===== config.mk =====
export PLATFORM = sky130hd
export DESIGN_NAME = seq_det_sched
export DESIGN_NICKNAME = d
export VERILOG_FILES = /design/src/rtl/seq_det_pkg.sv /design/src/rtl/rr_arbiter.sv /design/src/rtl/seq_det_sched.sv
export SDC_FILE = /design/constraint.sdc
export NUM_CORES = 1
export LEC_CHECK = 0
export ABC_AREA = 1
export CORE_MARGIN = 8
export CORE_UTILIZATION = 62
export CTS_CLUSTER_SIZE = 24
export DETAILED_ROUTE_END_ITERATION = 8
export GPL_TIMING_DRIVEN = 1
export PLACE_DENSITY = 0.94
export SLEW_MARGIN = 0
export SYNTH_ARGS = -nofsm -noshare
export SYNTH_HDL_FRONTEND = slang
export SYNTH_HIERARCHICAL = 1
export SYNTH_SLANG_ARGS = --single-unit

===== constraint.sdc =====
create_clock -name clk -period 9.5 [get_ports clk]
set_clock_uncertainty 0.1 [all_clocks]
set_input_delay 2.375 -clock clk [delete_from_list [all_inputs] [get_ports clk]]
set_output_delay 2.375 -clock clk [all_outputs]
set_load 0.03 [all_outputs]

===== src/rtl/seq_det_pkg.sv =====
// Shared types and reset defaults for the time-shared serial sequence detector.
package seq_det_pkg;

  typedef enum logic {
    IDLE = 1'b0,
    RUN  = 1'b1
  } state_e;

  localparam logic [7:0]  DEF_PATTERN = 8'b0000_1001;
  localparam int unsigned DEF_LEN     = 4;
  localparam int unsigned MIN_LEN     = 2;

endpackage


===== src/rtl/rr_arbiter.sv =====
// Combinational round-robin arbiter: search starts one past the last grant and wraps.
module rr_arbiter #(
  parameter int unsigned NCH = 4
) (
  input  logic [NCH-1:0]         req,
  input  logic [$clog2(NCH)-1:0] last_grant,
  output logic [NCH-1:0]         gnt,
  output logic [$clog2(NCH)-1:0] idx
);

  localparam int unsigned IW = $clog2(NCH);

  logic [IW-1:0] cand;
  logic          found;

  always_comb begin
    gnt   = '0;
    idx   = '0;
    cand  = '0;
    found = 1'b0;
    for (int unsigned k = 1; k <= NCH; k++) begin
      cand = IW'((32'(last_grant) + k) % NCH);
      if (!found && req[cand]) begin
        found     = 1'b1;
        gnt[cand] = 1'b1;
        idx       = cand;
      end
    end
  end

endmodule


===== src/rtl/seq_det_sched.sv =====
// Programmable sequence detector time-shared across NCH serial channels:
// one granted bit per cycle, private history per channel, one shared comparator.
module seq_det_sched
  import seq_det_pkg::*;
#(
  parameter int unsigned NCH  = 4,
  parameter int unsigned PMAX = 8,
  parameter int unsigned CNTW = 8
) (
  input  logic                   clk,
  input  logic                   reset,
  input  logic                   cfg_we,
  input  logic [PMAX-1:0]        cfg_pattern,
  input  logic [3:0]             cfg_len,
  input  logic                   enable,
  input  logic [NCH-1:0]         req,
  input  logic [NCH-1:0]         din,
  output logic [NCH-1:0]         gnt,
  output logic                   match,
  output logic [$clog2(NCH)-1:0] match_ch,
  output logic [CNTW-1:0]        match_cnt,
  output logic                   busy
);

  localparam int unsigned IW = $clog2(NCH);
  localparam int unsigned LW = $clog2(PMAX + 1);

  state_e          state_q, state_d;
  logic [PMAX-1:0] pattern_q, pattern_d;
  logic [LW-1:0]   len_q, len_d;
  logic [IW-1:0]   last_grant_q, last_grant_d;
  logic [PMAX-1:0] hist_q [NCH];
  logic [PMAX-1:0] hist_d [NCH];
  logic [LW-1:0]   fill_q [NCH];
  logic [LW-1:0]   fill_d [NCH];
  logic            match_q, match_d;
  logic [IW-1:0]   match_ch_q, match_ch_d;
  logic [CNTW-1:0] match_cnt_q, match_cnt_d;

  logic [NCH-1:0]  req_run_c;
  logic [NCH-1:0]  gnt_c;
  logic [IW-1:0]   gidx_c;
  logic            accept_c;
  logic            cfg_apply_c;
  logic            hit_c;
  logic [PMAX-1:0] hist_new_c;
  logic [PMAX-1:0] mask_c;
  logic [LW-1:0]   fill_new_c;
  logic [LW-1:0]   cfg_len_c;

  // Requests are only arbitrated while running; IDLE forces gnt to zero.
  assign req_run_c = (state_q == RUN) ? req : '0;

  rr_arbiter #(.NCH(NCH)) u_arb (
    .req        (req_run_c),
    .last_grant (last_grant_q),
    .gnt        (gnt_c),
    .idx        (gidx_c)
  );

  assign accept_c    = |gnt_c;
  assign cfg_apply_c = (state_q == IDLE) && cfg_we;

  // Shared comparator evaluated on the granted channel's post-shift history.
  always_comb begin
    hist_new_c = PMAX'({hist_q[gidx_c], din[gidx_c]});
    fill_new_c = (fill_q[gidx_c] == LW'(PMAX)) ? fill_q[gidx_c] : fill_q[gidx_c] + LW'(1);
    mask_c     = (PMAX'(1) << len_q) - PMAX'(1);
    hit_c      = accept_c && (fill_new_c >= len_q) &&
                 (((hist_new_c ^ pattern_q) & mask_c) == '0);
  end

  always_comb begin
    if (32'(cfg_len) < MIN_LEN)   cfg_len_c = LW'(MIN_LEN);
    else if (32'(cfg_len) > PMAX) cfg_len_c = LW'(PMAX);
    else                          cfg_len_c = LW'(cfg_len);
  end

  always_comb begin
    state_d      = state_q;
    pattern_d    = pattern_q;
    len_d        = len_q;
    last_grant_d = last_grant_q;
    hist_d       = hist_q;
    fill_d       = fill_q;
    match_d      = hit_c;
    match_ch_d   = hit_c ? gidx_c : '0;
    match_cnt_d  = match_cnt_q;

    case (state_q)
      IDLE:    if (enable && !cfg_we) state_d = RUN;
      RUN:     if (!enable)           state_d = IDLE;
      default:                        state_d = IDLE;
    endcase

    if (cfg_apply_c) begin
      pattern_d   = cfg_pattern;
      len_d       = cfg_len_c;
      match_cnt_d = '0;
      for (int unsigned i = 0; i < NCH; i++) begin
        hist_d[i] = '0;
        fill_d[i] = '0;
      end
    end

    if (accept_c) begin
      last_grant_d   = gidx_c;
      hist_d[gidx_c] = hist_new_c;
      fill_d[gidx_c] = fill_new_c;
    end

    if (hit_c && (match_cnt_q != '1)) match_cnt_d = match_cnt_q + CNTW'(1);
  end

  always_ff @(posedge clk or negedge reset) begin
    if (!reset) begin
      state_q      <= IDLE;
      pattern_q    <= PMAX'(DEF_PATTERN);
      len_q        <= LW'(DEF_LEN);
      last_grant_q <= IW'(NCH - 1);
      for (int unsigned i = 0; i < NCH; i++) begin
        hist_q[i] <= '0;
        fill_q[i] <= '0;
      end
      match_q      <= 1'b0;
      match_ch_q   <= '0;
      match_cnt_q  <= '0;
    end else begin
      state_q      <= state_d;
      pattern_q    <= pattern_d;
      len_q        <= len_d;
      last_grant_q <= last_grant_d;
      hist_q       <= hist_d;
      fill_q       <= fill_d;
      match_q      <= match_d;
      match_ch_q   <= match_ch_d;
      match_cnt_q  <= match_cnt_d;
    end
  end

  assign gnt       = gnt_c;
  assign match     = match_q;
  assign match_ch  = match_ch_q;
  assign match_cnt = match_cnt_q;
  assign busy      = (state_q == RUN);

endmodule


Word level (Yosys, flattened, before mapping)

Index checks and enable logic that the tools add are counted.

Flip-flop bits (word level): 74
Input bits: 24
Output and inout bits: 16
Logic and storage cells: 121

Add/subtract/negate cells: 7
Order comparisons: 14
Equal/unequal tests: 2
Shift-type cells: 1
Multiplexer cells: 55
Bitwise gates (word level): 7
Reduce and logical (&&, ||, !) cells: 20

Operator list:

| kind                                                        | number |
|---|---|
| 2-to-1 mux 32 bit                                           | 2 |
| 2-to-1 mux 4 bit                                            | 11 |
| bitwise mux 32 bit                                          | 1 |
| 2-to-1 mux 16 bit                                           | 2 |
| 2-to-1 mux 8 bit                                            | 3 |
| binary-select mux 8 bit (select 2 bit)                      | 1 |
| bitwise mux 16 bit                                          | 1 |
| demux 8 bit (select 2 bit)                                  | 1 |
| less-than comparator 2 x 3 -> 1 bit (second input constant) | 5 |
| 2-to-1 mux 1 bit                                            | 14 |
| 2-to-1 mux 7 bit                                            | 2 |
| logical AND 1 bit                                           | 13 |
| OR 4 bit                                                    | 3 |
| binary-select mux 1 bit (select 2 bit)                      | 5 |
| 2-to-1 mux 2 bit                                            | 5 |
| adder 8 x 1 -> 8 bit (second input constant)                | 1 |
| bitwise AND 8 bit                                           | 1 |
| binary-select mux 4 bit (select 2 bit)                      | 1 |
| demux 1 bit (select 2 bit)                                  | 4 |
| demux 4 bit (select 2 bit)                                  | 1 |
| >= comparator 2 x 1 -> 1 bit (second input constant)        | 4 |
| logical NOT 8 bit                                           | 1 |
| inequality test 8 bit (second input constant)               | 1 |
| left shift 1 x 4 -> 8 bit (first input constant)            | 1 |
| other kinds (17)                                            | 22 |

Depth between registers and ports, before layout

Depth in word-level cells: 24
Depth in mapped cells: 31
Depth with buffers taken out: 30

Cells and area by module

The synthesis kept the hierarchy.

Modules (own cells, without submodules):

| module        | times used | cells each | area each (um2) | seq. area each (um2) |
|---|---|---|---|---|
| seq_det_sched | 1          | 480        | 3706.1          | 1757.9 |
| rr_arbiter    | 1          | 85         | 535.5           | 0.0 |

Worst setup path before layout

Ideal clock, no wire load.

Path kind: input port to output port
Start: in req[1]
End: out gnt[1]
Arrival time: 3340 ps
Data required time: 7025 ps
Setup slack: 3685 ps
Stages: 9
Path buffers: 0
Cells stage by stage: nand2_1 inv_1 nand2_8 nand2_4 nand2_4 nand2_4 nor2_2 a21oi_1 nand3_1

Cells in the longest elaborated chain, start to end: 13
Elaborated cells between the ends (all ways): 25
Those cells by class: mux: 16; bitwise: 3; reduce/logical: 6

RTL lines:

| what                                   | RTL line            | source |
|---|---|---|
| from (decl)                            | seq_det_sched.sv:16 | `input logic [NCH-1:0] req,` |
| 2-to-1 mux 4 bit *                     | seq_det_sched.sv:52 | `assign req_run_c = (state_q == RUN) ? req : '0;` |
| net req_run_c[1]                       | seq_det_sched.sv:40 | `logic [NCH-1:0] req_run_c;` |
| binary-select mux 1 bit (select 2 bit) | rr_arbiter.sv:23    | `if (!found && req[cand]) begin` |
| 2-to-1 mux 1 bit (implied by the code) | rr_arbiter.sv:23    |  |
| 2-to-1 mux 1 bit                       | rr_arbiter.sv:23    |  |
| logical NOT 1 bit                      | rr_arbiter.sv:23    |  |
| logical AND 1 bit                      | rr_arbiter.sv:23    |  |
| 2-to-1 mux 1 bit                       | rr_arbiter.sv:23    |  |
| logical NOT 1 bit                      | rr_arbiter.sv:23    |  |
| logical AND 1 bit                      | rr_arbiter.sv:23    |  |
| 2-to-1 mux 1 bit                       | rr_arbiter.sv:23    |  |
| logical NOT 1 bit                      | rr_arbiter.sv:23    |  |
| logical AND 1 bit                      | rr_arbiter.sv:23    |  |
| 2-to-1 mux 4 bit *                     | rr_arbiter.sv:23    |  |
| to (decl)                              | seq_det_sched.sv:18 | `output logic [NCH-1:0] gnt,` |

Mark *: on every way through the listed nets, which the timed path passes. The rest lies on a longest branch. The select of a mux whose other input is x is not followed.

Worst setup path in the final report

Same ends and word-level chain as after synthesis.

==> metrics.yaml <==
grt_pass1_wl_mm: 18.0
synth_warnings: 6
finalNetCount: 638
start_util: 0.631
portBuffers: 39
core_area_mm2: 0.00672
cts_buffer_depth: 2
setup_tns_ps: 0
worstSetupPathDepth: 12
cpPeakStageDelay_ps: 680
die_h_um: 98.7
synthToLayoutAreaGrowth_pct: 14.9
hold_slack_ps: 408
crit_arrival_ps: 4520
dieArea_mm2: 0.00974
fin_crit_ps: 6990
drt_iter0_drc: 424
pwr-share-comb: 0.595
multi_input_area_mm2: 0.00213
p_int_mw: 0.765
post_drt_via_cell_ratio: 5.95
wl_mm: 10.8
vias: 4065
post-route-period-util: 0.736
clk_latency_ps: 350
seq_area_mm2: 0.00176
yosysSeqAreaShare: 0.414
reg2reg_depth: 28
crit_family: "buffers and inverters"
clkTransAtPathRegs_ps: 70
switching_power_mw: 0.880
synthesis.instances: 565
io_pins: 40
hpwl_mm: 7.38
criticalPathCategory: "primary input to primary output"
gp_congestion: 0.910
p_clk_frac: 0.164
synth_cell_type_count: 39
antenna_found_initial: 0
cts_setup_buffers: 0
cts_hold_buf: 0
rows: 30
avgSynthCellArea_um2: 7.51
antenna_cells: 0
drc: 0
power_density_mw_per_mm2: 338
first_global_vias: 3968
ff2ff_setup_slack_ps: 4030
vdd_drop_max_mv: 0.187
detail_route.wl_per_cell_um: 15.9
leakage_nw: 2.44
ys_ff_latch: 70
outcome: "finished clean"
syn_area_mm2: 0.00424
final_layout_size_suffix_gt1_frac: 0.0862
path_common_cell: "nand2_1"
whs_path_depth: 2
critPathRequiredTime_ps: 7030
maxCapViolCount: 0
start_kind: "primary input"
htreeDepth: 3
cts_resized: 0
max_freq_mhz: 143
grt_max_degree: 71
p_seq_frac: 0.241
grt_setup_unrepaired: "no"
hold_viol: 0
fin_area_mm2: 0.00487
total_power_mw: 1.65
cp.buffers_inverters: 5
slowest_stage: "clkdlybuf4s50_1"
synth_fp_nets: 605
worstMarginPinSlew_ps: 862
end_kind: "primary output"
die_w_um: 98.7
overflow: 0
grt_use_total: 0.227
fin_util: 0.726
finalSetupViolations: 0
cts_buffers: 9
cp_cell_sequence: "clkdlybuf4s50_1 -> nand2_1 -> inv_1 -> inv_1 -> nand2_1 -> nand3_1 -> nand2_1 -> nand2_1 -> inv_1 -> nand3_1 -> nand3_1 -> clkdlybuf4s50_1"
final_antenna_net_count: 0
n_fill_cell: 491
min_path_type: "flop to flop"
first_pass_iters: 6
cts_tree: "built"
slew_headroom: 0.423
placed_area_mm2: 0.00465
drv_slew: 0
root_buffer: "clkbuf_8"
clock_sinks: 70
path_max_fanout: 4
switching_share: 0.535
area by class of cell:
cell class | count | area share
clock buffers | 10 | 0.0282
multi-input cells | 411 | 0.438
well taps | 80 | 0.0205
flip-flops and latches | 70 | 0.361
clock inverters | 6 | 0.0175
inverters | 63 | 0.0503
repair buffers | 43 | 0.0852
power groups by stage:
stage / Sequential (mW) / Combinational (mW) / Clock (mW)
after CTS: 0.396 / 0.957 / 0.269
final: 0.397 / 0.979 / 0.269
after global routing: 0.402 / 1.07 / 0.282
after global placement: 0.398 / 0.902 / 0
after floorplan: 0.388 / 0.729 / 0
after detailed placement: 0.402 / 0.941 / 0
logic make-up (layout without fill, tap and decap cells):
kind of cell | after synthesis | count (layout) | synth area share
AO/OA/AOI/OAI | 83 | 83 | 0.106
flip-flops | 70 | 70 | 0.414
buffers and inverters | 84 | 122 | 0.0826
AND/OR/NAND/NOR | 304 | 304 | 0.332
XOR/XNOR | 8 | 8 | 0.0183
adder cells (fa/ha/maj) | 16 | 16 | 0.0472
cells in the mapped netlist, drive strengths merged:
master  number  share of area
nor2        33          0.034
a31o         1         0.0021
o22ai        1         0.0015
o21bai       1         0.0018
xor2         6          0.014
buf         12          0.017
o21ai       61          0.072
nand2      155           0.15
nand4        5          0.010
nand3      104           0.13
inv         62          0.057
nor4         1         0.0029
a22oi        6          0.011
xnor2        2         0.0041
a21boi       4         0.0071
nand3b       3         0.0053
dfstp        5          0.031
clkinv       1         0.0012
clkbuf       9         0.0080
or2          1         0.0021
a21oi        9          0.011
nor3b        1         0.0018
and2         1         0.0015
dfrtp       65           0.38
ha          16          0.047
per-stage QoR:
stage               instances  setup WS (ps)
floorplan                 565           3690
global placement          667           2630
detailed placement        667           2550
CTS                       683           2560
global route              683           2310
finish                    683           2510
routing by layer:
| metal | track usage | up-vias | share of wire | wire (um) |
|---|---|---|---|---|
| met4 | 0.113 | 0 | 0.028 | 303 |
| met2 | 0.390 | 203 | 0.51 | 5500 |
| met1 | 0.258 | 1903 | 0.39 | 4180 |
| li1 | - | 1917 | - | - |
| met3 | 0.0550 | 42 | 0.079 | 855 |
| met5 | 0 | - | 0 | 0 |
worst min-delay path: cells and delay by family, from the launching register on:
kind	cells	cell delay (ps)
DFF	1	370
and+or+nand+nor	2	110
worst paths after layout:
path / to / from
min: pattern_q[7] / pattern_q[7]
min reg2reg: pattern_q[7] / pattern_q[7]
max in group asynchronous: match_cnt[7] / reset
min in group asynchronous: hist_q[18] / reset
max: gnt[1] / req[1]
max reg2reg: match_cnt[2] / last_grant_q[0]
state kept, by name (all words and copies together), names as in the netlist:
name          flops
match_ch          2
len_q             4
fill_q           16
hist_q           28
match_cnt         8
match             1
busy              1
pattern_q         8
last_grant_q      2
cells in the final DEF (no fill, tap or decap), drive strengths merged:
cell type	instances
o21bai	1
o22ai	1
clkbuf	10
a21oi	9
nand2	155
clkinv	3
nand3b	3
o21ai	61
inv	62
a31o	1
xor2	6
ha	16
dfstp	5
nor2	33
nand3	104
and2	1
bufinv	2
dfrtp	65
a21boi	4
nand4	5
buf	5
a22oi	6
or2	1
nor3b	1
xnor2	2
clkinvlp	2
nor4	1
clkdlybuf4s50	38
Note: power is estimated with default switching activity, not from simulation.
